===== config.mk =====
export PLATFORM = sky130hd
export DESIGN_NAME = apb_cmd_master
export DESIGN_NICKNAME = d
export VERILOG_FILES = /design/src/rtl/apb_cmd_master.sv
export SDC_FILE = /design/constraint.sdc
export NUM_CORES = 1
export LEC_CHECK = 0
export CAP_MARGIN = 0
export CORE_MARGIN = 10
export CORE_UTILIZATION = 45
export CTS_BUF_LIST = sky130_fd_sc_hd__clkbuf_16
export DETAILED_ROUTE_END_ITERATION = 8
export PLACE_DENSITY = 0.66
export REMOVE_ABC_BUFFERS = 1
export SYNTH_ARGS = -nofsm -noshare
export SYNTH_HDL_FRONTEND = slang
export SYNTH_SLANG_ARGS = --single-unit

===== constraint.sdc =====
create_clock -name clk_i -period 8.07 [get_ports clk_i]
set_input_delay 1.614 -clock clk_i [delete_from_list [all_inputs] [get_ports clk_i]]
set_output_delay 1.614 -clock clk_i [all_outputs]
set_load 0.02 [all_outputs]

===== src/rtl/apb_cmd_master.sv =====
// apb_cmd_master
// Purpose: upstream APB requester. Commands arrive on a ready/valid port, are
//   buffered in a small FIFO and issued one at a time as APB SETUP/ACCESS
//   transfers. Every transfer that completes produces exactly one response
//   pulse carrying read data, a slave error flag or a timeout flag.
// Ports:
//   clk_i, rst_i (async, active high)
//   cmd_valid_i/cmd_ready_o, cmd_write_i, cmd_addr_i, cmd_wdata_i, cmd_strb_i
//   hold_i         : accelerator start bit, blocks launching new transfers
//   psel_o, penable_o, pwrite_o, paddr_o, pwdata_o, pstrb_o : APB request
//   pready_i, pslverr_i, prdata_i                          : APB completion
//   rsp_valid_o, rsp_rdata_o, rsp_err_o, rsp_timeout_o     : response pulse
//   idle_o         : FIFO empty and no transfer in flight
// Option: define APB_MASTER_TIMEOUT_EN to bound the ACCESS phase to
//   TIMEOUT_CYCLES cycles; otherwise ACCESS waits for the slave indefinitely
//   and rsp_timeout_o is tied low.
module apb_cmd_master #(
  parameter int DATA_WIDTH     = 32,
  parameter int BUS_WIDTH      = 64,
  parameter int ADDR_WIDTH     = 32,
  parameter int FIFO_DEPTH     = 4,
  parameter int TIMEOUT_CYCLES = 16
) (
  input  logic                            clk_i,
  input  logic                            rst_i,
  input  logic                            cmd_valid_i,
  output logic                            cmd_ready_o,
  input  logic                            cmd_write_i,
  input  logic [ADDR_WIDTH-1:0]           cmd_addr_i,
  input  logic [BUS_WIDTH-1:0]            cmd_wdata_i,
  input  logic [BUS_WIDTH/DATA_WIDTH-1:0] cmd_strb_i,
  input  logic                            hold_i,
  output logic                            psel_o,
  output logic                            penable_o,
  output logic                            pwrite_o,
  output logic [ADDR_WIDTH-1:0]           paddr_o,
  output logic [BUS_WIDTH-1:0]            pwdata_o,
  output logic [BUS_WIDTH/DATA_WIDTH-1:0] pstrb_o,
  input  logic                            pready_i,
  input  logic                            pslverr_i,
  input  logic [BUS_WIDTH-1:0]            prdata_i,
  output logic                            rsp_valid_o,
  output logic [BUS_WIDTH-1:0]            rsp_rdata_o,
  output logic                            rsp_err_o,
  output logic                            rsp_timeout_o,
  output logic                            idle_o
);

  localparam int              STRB_W   = BUS_WIDTH / DATA_WIDTH;
  localparam int              PTR_W    = $clog2(FIFO_DEPTH);
  localparam logic [PTR_W:0]  FULL_CNT = (PTR_W + 1)'(FIFO_DEPTH);

  if (FIFO_DEPTH < 2 || (FIFO_DEPTH & (FIFO_DEPTH - 1)) != 0) begin : g_bad_depth
    $error("apb_cmd_master: FIFO_DEPTH must be a power of two >= 2");
  end
  if (TIMEOUT_CYCLES < 2) begin : g_bad_timeout
    $error("apb_cmd_master: TIMEOUT_CYCLES must be >= 2");
  end

  typedef struct packed {
    logic                  write;
    logic [ADDR_WIDTH-1:0] addr;
    logic [BUS_WIDTH-1:0]  wdata;
    logic [STRB_W-1:0]     strb;
  } cmd_t;

  typedef enum logic [1:0] {
    IDLE   = 2'd0,
    SETUP  = 2'd1,
    ACCESS = 2'd2
  } state_t;

  // ---------------------------------------------------------------------
  // Command FIFO. Ready comes only from the registered count, so a pop in
  // the same cycle never opens a slot for a push at full. The head is only
  // consumed by the FSM one cycle after it was written (no bypass).
  // ---------------------------------------------------------------------
  cmd_t             mem [FIFO_DEPTH];
  cmd_t             head;
  logic [PTR_W-1:0] wr_ptr;
  logic [PTR_W-1:0] rd_ptr;
  logic [PTR_W:0]   count;
  logic             push;
  logic             pop;
  logic             fifo_empty;

  assign cmd_ready_o = (count != FULL_CNT);
  assign fifo_empty  = (count == '0);
  assign push        = cmd_valid_i & cmd_ready_o;
  assign head        = mem[rd_ptr];

  always_ff @(posedge clk_i) begin
    if (push) begin
      mem[wr_ptr] <= cmd_t'{cmd_write_i, cmd_addr_i, cmd_wdata_i, cmd_strb_i};
    end
  end

  always_ff @(posedge clk_i or posedge rst_i) begin
    if (rst_i) begin
      wr_ptr <= '0;
      rd_ptr <= '0;
      count  <= '0;
    end else begin
      if (push) wr_ptr <= wr_ptr + PTR_W'(1);
      if (pop)  rd_ptr <= rd_ptr + PTR_W'(1);
      count <= count + (PTR_W + 1)'(push) - (PTR_W + 1)'(pop);
    end
  end

  // ---------------------------------------------------------------------
  // Transfer FSM
  // ---------------------------------------------------------------------
  state_t               state_q;
  state_t               state_d;
  logic                 done;
  logic                 done_err;
  logic [BUS_WIDTH-1:0] done_rdata;
  logic                 expire;

  always_comb begin
    state_d    = state_q;
    pop        = 1'b0;
    done       = 1'b0;
    done_err   = 1'b0;
    done_rdata = '0;
    case (state_q)
      IDLE: begin
        if (!fifo_empty && !hold_i) begin
          pop     = 1'b1;
          state_d = SETUP;
        end
      end
      SETUP: state_d = ACCESS;
      ACCESS: begin
        // pready has priority over both abort and timeout expiry.
        if (pready_i) begin
          done     = 1'b1;
          done_err = pslverr_i;
          if (!pwrite_o && !pslverr_i) done_rdata = prdata_i;
        end else if (pslverr_i || expire) begin
          done     = 1'b1;
          done_err = 1'b1;
        end
        if (done) state_d = IDLE;
      end
      default: state_d = IDLE;
    endcase
  end

  always_ff @(posedge clk_i or posedge rst_i) begin
    if (rst_i) begin
      state_q     <= IDLE;
      psel_o      <= 1'b0;
      penable_o   <= 1'b0;
      pwrite_o    <= 1'b0;
      paddr_o     <= '0;
      pwdata_o    <= '0;
      pstrb_o     <= '0;
      rsp_valid_o <= 1'b0;
      rsp_err_o   <= 1'b0;
      rsp_rdata_o <= '0;
    end else begin
      state_q     <= state_d;
      rsp_valid_o <= done;
      rsp_err_o   <= done_err;
      rsp_rdata_o <= done_rdata;
      if (pop) begin
        psel_o    <= 1'b1;
        penable_o <= 1'b0;
        pwrite_o  <= head.write;
        paddr_o   <= head.addr;
        // Reads never drive write data or strobes onto the bus.
        pwdata_o  <= head.write ? head.wdata : '0;
        pstrb_o   <= head.write ? head.strb  : '0;
      end else if (state_q == SETUP) begin
        penable_o <= 1'b1;
      end else if (done) begin
        psel_o    <= 1'b0;
        penable_o <= 1'b0;
        pwrite_o  <= 1'b0;
        paddr_o   <= '0;
        pwdata_o  <= '0;
        pstrb_o   <= '0;
      end
    end
  end

  assign idle_o = fifo_empty && (state_q == IDLE);

`ifdef APB_MASTER_TIMEOUT_EN
  // Counts ACCESS cycles without pready; expiry is seen in the cycle where
  // the count has reached TIMEOUT_CYCLES-1, giving exactly TIMEOUT_CYCLES
  // ACCESS cycles before the bus is released.
  localparam int TO_W = $clog2(TIMEOUT_CYCLES);
  logic [TO_W-1:0] to_cnt;

  assign expire = (to_cnt == TO_W'(TIMEOUT_CYCLES - 1));

  always_ff @(posedge clk_i or posedge rst_i) begin
    if (rst_i) begin
      to_cnt        <= '0;
      rsp_timeout_o <= 1'b0;
    end else begin
      if (state_q == SETUP) begin
        to_cnt <= '0;
      end else if (state_q == ACCESS && !pready_i) begin
        to_cnt <= to_cnt + TO_W'(1);
      end
      rsp_timeout_o <= (state_q == ACCESS) && !pready_i && !pslverr_i && expire;
    end
  end
`else
  assign expire        = 1'b0;
  assign rsp_timeout_o = 1'b0;
`endif

endmodule

---- Word-level counts from Yosys, hierarchy flattened ----
Memories as Yosys holds them, arrays and structs flattened.
Index checks and enable logic that the tools add are counted.
word-level totals
  bits in writable memories ............... 396
  logic and storage cells ................. 71
  memories kept ........................... 1
  register bits ........................... 176
memory list
  memory  depth  width  rd ports  clocked after memory_dff  wr ports  RTL line  RTL
  mem     4      99     1         0                         1         78        cmd_t mem [FIFO_DEPTH];
operators by class
  equal/unequal tests ..................... 6
  $add $sub $neg .......................... 4
  reductions and logical operators ........ 13
  bitwise logic cells ..................... 1
  mux-type cells .......................... 33
operators by type and width
  kind                                                              count
  64-bit 2-to-1 mux                                                 7
  32-bit 2-to-1 mux                                                 3
  1-bit 2-to-1 mux                                                  16
  2-bit 2-to-1 mux                                                  6
  2-bit != test (second input constant)                             3
  2-bit one-hot mux with 3 select lines                             1
  2-bit by 1-bit adder with 2-bit output (second input constant)    2
  1-bit zero test                                                   4
  2-bit AND reduction                                               2
  3-bit by 1-bit adder with 3-bit output                            1
  1-bit logical AND                                                 3
  3-bit zero test                                                   1
  3-bit != test (second input constant)                             1
  3-bit nonzero test                                                1
  3-bit by 1-bit subtractor with 3-bit output                       1
  2-bit by 1-bit == test with 1-bit output (second input constant)  1
  2-bit == test (second input constant)                             1
  2-bit zero test                                                   1
  2-bit nonzero test                                                1
  1-bit AND                                                         1

---- Depth between registers and ports, before layout ----
Gate-level depths: netlist of the first run.
  word-level depth ........................ 7
  gate-level depth with buffers ........... 12
  gate-level depth less buffers ........... 10

---- Worst setup path after synthesis of the first run ----
OpenSTA, ideal clock, no wires.
  path type ............................... input to register
  start point ............................. in cmd_valid_i
  end point ............................... mem mem[3][0] (netlist name) (enable)
  stages .................................. 1
  buffers on the path ..................... 0
  setup slack ............................. 3.643 ns
  setup time .............................. 0.470 ns
  data required time ...................... 7.600 ns
  data arrival time ....................... 3.957 ns
  cells stage by stage .................... and3_1
on the way
  cells in the longest elaborated chain, start to end .. 3
ends and longest elaborated chain
  item                                    RTL line  RTL
  start, declared                         26        input logic cmd_valid_i,
  1-bit AND                               89        assign push = cmd_valid_i & cmd_ready_o;
  1-bit 2-to-1 mux                        93        if (push) begin
  1-bit 2-to-1 mux (not written as such)  94        mem[wr_ptr] <= cmd_t'{cmd_write_i, cmd_addr_i, cmd_wdata_i, cmd_strb_i};
  end, declared                           78
Every way passes these cells.

---- Worst setup path in the final report of the first run ----
  start point ............................. reg count[1]
  end point ............................... out idle_o
on the way
  cells in the longest elaborated chain, start to end .. 2
ends and longest elaborated chain
  item                    RTL line  RTL
  start, declared         82        logic [PTR_W:0] count;
  start signal, assigned  106       count <= count + (PTR_W + 1)'(push) - (PTR_W + 1)'(pop);
  3-bit zero test         88        assign fifo_empty = (count == '0);
  1-bit logical AND       188       assign idle_o = fifo_empty && (state_q == IDLE);
  end, declared           46        output logic idle_o
Every way passes these cells.

==> results.md, run 1 <==
- Synth top area cells: edfxtp_1 56%, dfrtp_1 21%, mux4_2 10%
- # Max-Cap Violations: 0
- Crit path max-delay family: buffers and inverters
- Post-Synthesis Cell Area: 21,300 um^2
- Iter 0 DRT Violations: 739
- Register Area: 16,300 um^2
- Row count: 79
- Fillers: 3,633
- Die X: about 240 um
- Multi-input gate area: 4550 um^2
- Fin cells: 2,151
- Nature of the critical path startpoint: flip-flop
- Deepest clock path buffer count: 3
- Number of global-route vias before repair: 12,900
- Synth unique cells: 29
- Period minus WS final: 3950 ps
- Worst slew margin: 0.223
- Max VDD drop: approximately 0.00023 V
- Post-detail-place hpwl: 31.7 mm
- Initial Utilization: 0.456
- WS Path Type: reg2out
- Layout cell share with drive strength beyond 1: 0.132
- Post-synthesis register bit count: 572
- CTS tree: built
- Num Clock Sinks: 572
- Initial antenna violation count: 11
- Total GRT Usage: 0.190
- Vias/cell: 5.58
- Endpoints failing setup: 0
- Resized Gates After CTS: 0
- Total gr overflow: 0
- Port bufs: between 300 and 400
- Final net count: 1,667
- Wirelength, routed: 54.2 mm
- I/O Pins: 339
- Reg-to-reg endpoint: count[2]
- Critical-path cell list: or3_4, nor3_1, clkdlybuf4s50_1
- Worst Hold Class: reg2reg
- Pin count of the biggest net entering global routing: 122
- Crit path max fanout: 4
- CTS root buf: clkbuf_16
- CP startpoint: count[1]
- Pwr Density: 360 nW/um^2
- Reg-to-reg slack, setup: 5060 ps
- Final core utilization: 0.576
- Num CTS Buffers: 59
- Buf/Inv on CP: 1
- Synth Warn #: 0
- Post-Syn Instances: approximately 1,200
- Outcome: complete, no violations
- Leak: approximately 0.0096 uW
- Sequential share of the synthesized area: 0.765
- Die area: approximately 56,000 um^2
- Wire per inst: 25.2 um
- Clk slew on worst S/H paths: 60 ps
- Critical Path AT: 2340 ps
- R2R Path Start: count[1]
- Critical Path Sink: idle_o
- DRC Markers: 0
- Placed cell count: 2,037
- Setup TNS: 0 ps
- GP Congestion: about 0.76
- Final Hold Violating Endpoints: 0
- Leading cell type in the layout, fill and taps excluded: edfxtp_1
- Core ar.: 46,700 um^2
- Post-CTS Hold Buffers: 0
- Most frequent cells in the layout: 396 x edfxtp_1, 337 x clkdlybuf4s50_1, 174 x dfrtp_1
- Fin crit share: 0.490
- Post-CTS Setup Bufs: 0
- RSZ-0062 raised after global routing: no
- Global-route wire length before repair: 81.9 mm
- Max-slew violations: 0
- Vias: 12,000
- Avg Inst Size Synth: between 15 and 20 um^2
- Post-DRT Antenna Nets: 0
- Worst-Margin Slew: between 1000 and 1500 ps
- Worst Setup End Kind: output port
- Die Span Y: 238 um
- Layout area overhead: 26.2%
- Reg2reg path depth: 10
- Clk_skew: 21.0 ps
- Drt pass-1 iters: 5
- Max frequency: between 200 and 300 MHz
- Synth area leader: edfxtp_1
- Cell count along the critical path: 3
- Max incr delay on CP: 670 ps
- # H-tree levels: 2
- Crit-path slowest cell: clkdlybuf4s50_1
- Worst-Skew Late Latency: 610 ps
- Worst path required time: ~6500 ps
- Top cell type's share of synthesized area: 0.558
-- logic make-up (layout without fill, tap and decap cells) --
group,Yosys count,count (layout),share of synthesized area
muxes,100,100,0.105
adders and majority gates,7,7,0.00447
AOI/OAI and AO/OA,202,202,0.0476
and+or+nand+nor,182,182,0.0521
DFF,572,572,0.765
buffers and inverters,100,471,0.0231
other,1,5,0.000176
xor gates and xnor gates,5,5,0.00206
-- power breakdown --
part	switching, uW	internal (uW)	leakage, uW	total (uW)
sequential	366	3900	0.00597	4270
combinational	1700	1300	0.00267	3000
clock	1080	1350	0.000933	2420
-- worst reg2reg max path, stage by stage (launching register included) --
cell and delay, ps:
dfrtp_1 430, or3_4 200, buf_4 440, and2_4 580, ha_1 340, inv_1 60
ha_1 130, inv_1 50, fa_1 390, xnor2_1 180, xnor2_1 130
-- stage by stage --
stage	worst slack, ps	area (um^2)	hold slack [ps]	total power [uW]
6_report	4120	26900	506	9690
5_1_grt	4020	26900	543	10200
4_1_cts	4040	26900	510	9830
3_5_place_dp	3590	25100	494	7390
3_3_place_gp	3580	25100	480	7350
2_1_floorplan	-1010	20800	451	6110
-- flip-flops by register name, summed over array words and instances (netlist names) --
| signal | cells |
|---|---|
| state_q | 2 |
| rsp_err_o | 1 |
| rsp_rdata_o | 64 |
| pwrite_o | 1 |
| psel_o | 1 |
| count | 3 |
| rsp_valid_o | 1 |
| penable_o | 1 |
| pwdata_o | 64 |
| paddr_o | 32 |
| pstrb_o | 2 |
| mem | 396 |
| rd_ptr | 2 |
| wr_ptr | 2 |
-- layer usage --
layer / global-route usage / wire [um] / vias to the layer above
met2: 0.317 / 26900 / 444
met3: 0.0535 / 4200 / 88
met1: 0.239 / 21900 / 6244
met4: 0.0565 / 1110 / 14
met5: 0 / 94 / -
li1: - / - / 5217
-- area by class of cell --
class,instances,share of cell area
Tap cell,607,0.0283
Clock buffer,59,0.0549
Timing Repair Buffer,353,0.130
Sequential cell,572,0.607
Clock inverter,51,0.00912
Inverter,8,0.00140
Antenna cell,4,0.000372
Multi-Input combinational cell,497,0.169
-- Yosys cell counts (all sizes together) --
master / number
nor3: 2
edfxtp: 396
xnor2: 4
and2: 67
mux2: 1
nor4b: 1
nand3: 34
inv: 8
nand2b: 3
o31ai: 1
or3b: 1
conb: 1
nor2: 3
buf: 47
or3: 1
fa: 1
nand4: 66
dfrtp: 176
ha: 6
clkbuf: 45
and3: 4
mux4: 99
o21ai: 201
xor2: 1
-- worst min-delay path by stage --
stage / cells after the start / end / start / slack (ps)
finish: 1 / count[2] / count[2] / 510
floorplan: 1 / count[2] / count[2] / 450
detailed placement: 1 / count[2] / count[2] / 490
global placement: 1 / count[2] / count[2] / 480
CTS: 1 / count[2] / count[2] / 510
global route: 1 / count[2] / count[2] / 540
(Power assumes the default switching activity.)
==> run 2: changes to the inputs <==
PLACE_DENSITY = 0.69   (was 0.66)
clock period = 3.6 ns   (was 8.07 ns; I/O delays follow)
==> results.md, run 2 (synthesized netlist as in run 1, its figures left out) <==
- Hold slack: 507 ps (was 506 ps)
- Final Cell Area: 27,200 um^2 (was 26,900 um^2)
- Max frequency: 319 MHz
- Clk slew on worst S/H paths: 60 ps (about the same)
- Worst Setup End Kind: output port (unchanged)
- Number of global-route vias before repair: 12,900 (about the same)
- Regs by FF count: mem: 396 flops, pwdata_o: 64 flops, rsp_rdata_o: 64 flops (unchanged)
- Reg with most FFs: mem (unchanged)
- Met3 Use GR: 0.0590 (was 0.0535)
- Deepest clock path buffer count: 3 (unchanged)
- Setup ws final: 464 ps (was 4120 ps)
- Initial antenna violation count: 7 (was 11)
- Nature of the critical path startpoint: flip-flop (unchanged)
- Worst-Margin Slew: 932 ps (was 1170 ps)
- Post-CTS Setup Bufs: 0 (unchanged)
- Fillers: 3,573 (was 3,633)
- Post-DRT Antenna Nets: 0 (unchanged)
- Leading cell type in the layout, fill and taps excluded: edfxtp_1 (unchanged)
- Post-DP Area: 25,300 um^2 (was 25,100 um^2)
- Total gr overflow: 0 (unchanged)
- RSZ-0062 raised after global routing: no (unchanged)
- Num CTS Buffers: 59 (unchanged)
- Final net count: 1,673 (was 1,667)
- Met2 usage: 0.315 (was 0.317)
- Worst slew margin: 0.379 (was 0.223)
- Layout cell share with drive strength beyond 1: 0.135 (was 0.132)
- Worst path required time: 2880 ps (was 6460 ps)
- # H-tree levels: 2 (unchanged)
- Post-CTS Hold Buffers: 0 (unchanged)
- Critical Path AT: 2420 ps (was 2340 ps)
- Initial Utilization: 0.456 (unchanged)
- Pin count of the biggest net entering global routing: 103 (was 122)
- CTS tree: built (unchanged)
- Endpoints failing setup: 0 (unchanged)
- Hold_sp: count[2] (unchanged)
- Worst-Skew Late Latency: 620 ps (was 610 ps)
- Crit path max fanout: 12 (was 4)
- Worst Hold Class: reg2reg (unchanged)
- GP Congestion: 0.754 (was 0.757)
- Global-route wire length before repair: 81.5 mm (was 81.9 mm)
- Pwr Density: 812 nW/um^2 (was 360 nW/um^2)
- Layout area overhead: 27.5% (was 26.2%)
- DRC Markers: 0 (unchanged)
- GRT busiest layer: met2 (unchanged)
- Die area: 56,400 um^2 (unchanged)
- Drt pass-1 iters: 5 (unchanged)
- CTS root buf: clkbuf_16 (unchanged)
- Post-detail-place hpwl: 30.8 mm (was 31.7 mm)
- Port bufs: 337 (unchanged)
- WS Path Type: reg2out (unchanged)
- Iter 0 DRT Violations: 731 (was 739)
- Final core utilization: 0.582 (was 0.576)
- Pre-CTS WS: 508 ps (was 3590 ps)
- Total GRT Usage: 0.189 (was 0.190)
- Clk_skew: 28.7 ps (was 21.0 ps)
- Resized Gates After CTS: 0 (unchanged)
- # Max-Cap Violations: 0 (unchanged)
- Outcome: complete, no violations (unchanged)
- Max-slew violations: 0 (unchanged)
- Die Span Y: 238 um (unchanged)
- Vias: 12,100 (was 12,000)
- Core ar.: 46,700 um^2 (unchanged)
- Final Hold Violating Endpoints: 0 (unchanged)
- Max VDD drop: 0.000997 V (was 0.000229 V)
- Period minus WS final: 3140 ps
- Total Power: 22,000 uW (was 9690 uW)
- Vias/cell: 5.60 (was 5.58)
- Max reg flops: 396 (unchanged)
- R2R Path Start: count[1] (unchanged)
- I/O Pins: 339 (unchanged)
- M1 GR Usage: 0.239 (about the same)
- Wire per inst: 24.8 um (was 25.2 um)
- CP startpoint: count[1] (unchanged)
- Row count: 79 (unchanged)
- Num Clock Sinks: 572 (unchanged)
- Die X: 238 um (unchanged)
- Fin crit share: 0.871
- Leak: 0.00967 uW (was 0.00957 uW)
- Wirelength, routed: 53.4 mm (was 54.2 mm)
- Most frequent cells in the layout: 396 x edfxtp_1, 337 x clkdlybuf4s50_1, 174 x dfrtp_1 (unchanged)
[run 2: changes by cell type in the layout (fill, tap and decap cells not counted), sizes merged]
cell / previous run / this run
buf: 16 / 22
clkinv: 23 / 28
inv: 33 / 28
bufinv: 1 / 3
clkinvlp: 2 / 0
clkbuf: 59 / 60
[run 2: critical path: stages, from the launching register on]
cell and delay [ps]:
dfrtp_1 430, or3_4 500, nor3_1 230, clkdlybuf4s50_1 650
[run 2: routing by layer]
layer | part of all wire | vias to the layer above
li1 | - | 5245
met1 | 0.40 | 6264
met2 | 0.49 | 497
met3 | 0.090 | 70
met4 | 0.015 | 8
met5 | 0.00086 | -
[run 2: per-stage QoR]
stage | setup TNS, ps | cells
final | 0 | 2158
after global placement | 0 | 2043
after CTS | 0 | 2154
after detailed placement | 0 | 2043
after floorplan | -713110 | 1077
after global routing | 0 | 2155
[run 2: cell type report]
class	count	area, um^2	share of cell area
multi-input cells	497	4550	0.168
diodes	4	10.0	0.000369
clock inverters	51	299	0.0110
inverters	8	37.5	0.00138
flip-flops and latches	572	16300	0.600
clock buffers	60	1500	0.0553
repair buffers	359	3690	0.136
well taps	607	759	0.0280
[run 2: where the power goes]
group / internal (uW) / switching, uW
Clock: 3210 / 2420
Sequential: 8730 / 603
Combinational: 3030 / 4050
[run 2: worst paths after layout]
kind / end / slack, ps / cells after the start
worst max-delay path: idle_o / 460 / 3
worst min-delay path: count[2] / 510 / 1
worst max register to register: count[2] / 1080 / 10
worst min register to register: count[2] / 510 / 1
max in group asynchronous: pwdata_o[53] / 2050 / 3
min in group asynchronous: rsp_rdata_o[34] / 620 / 2
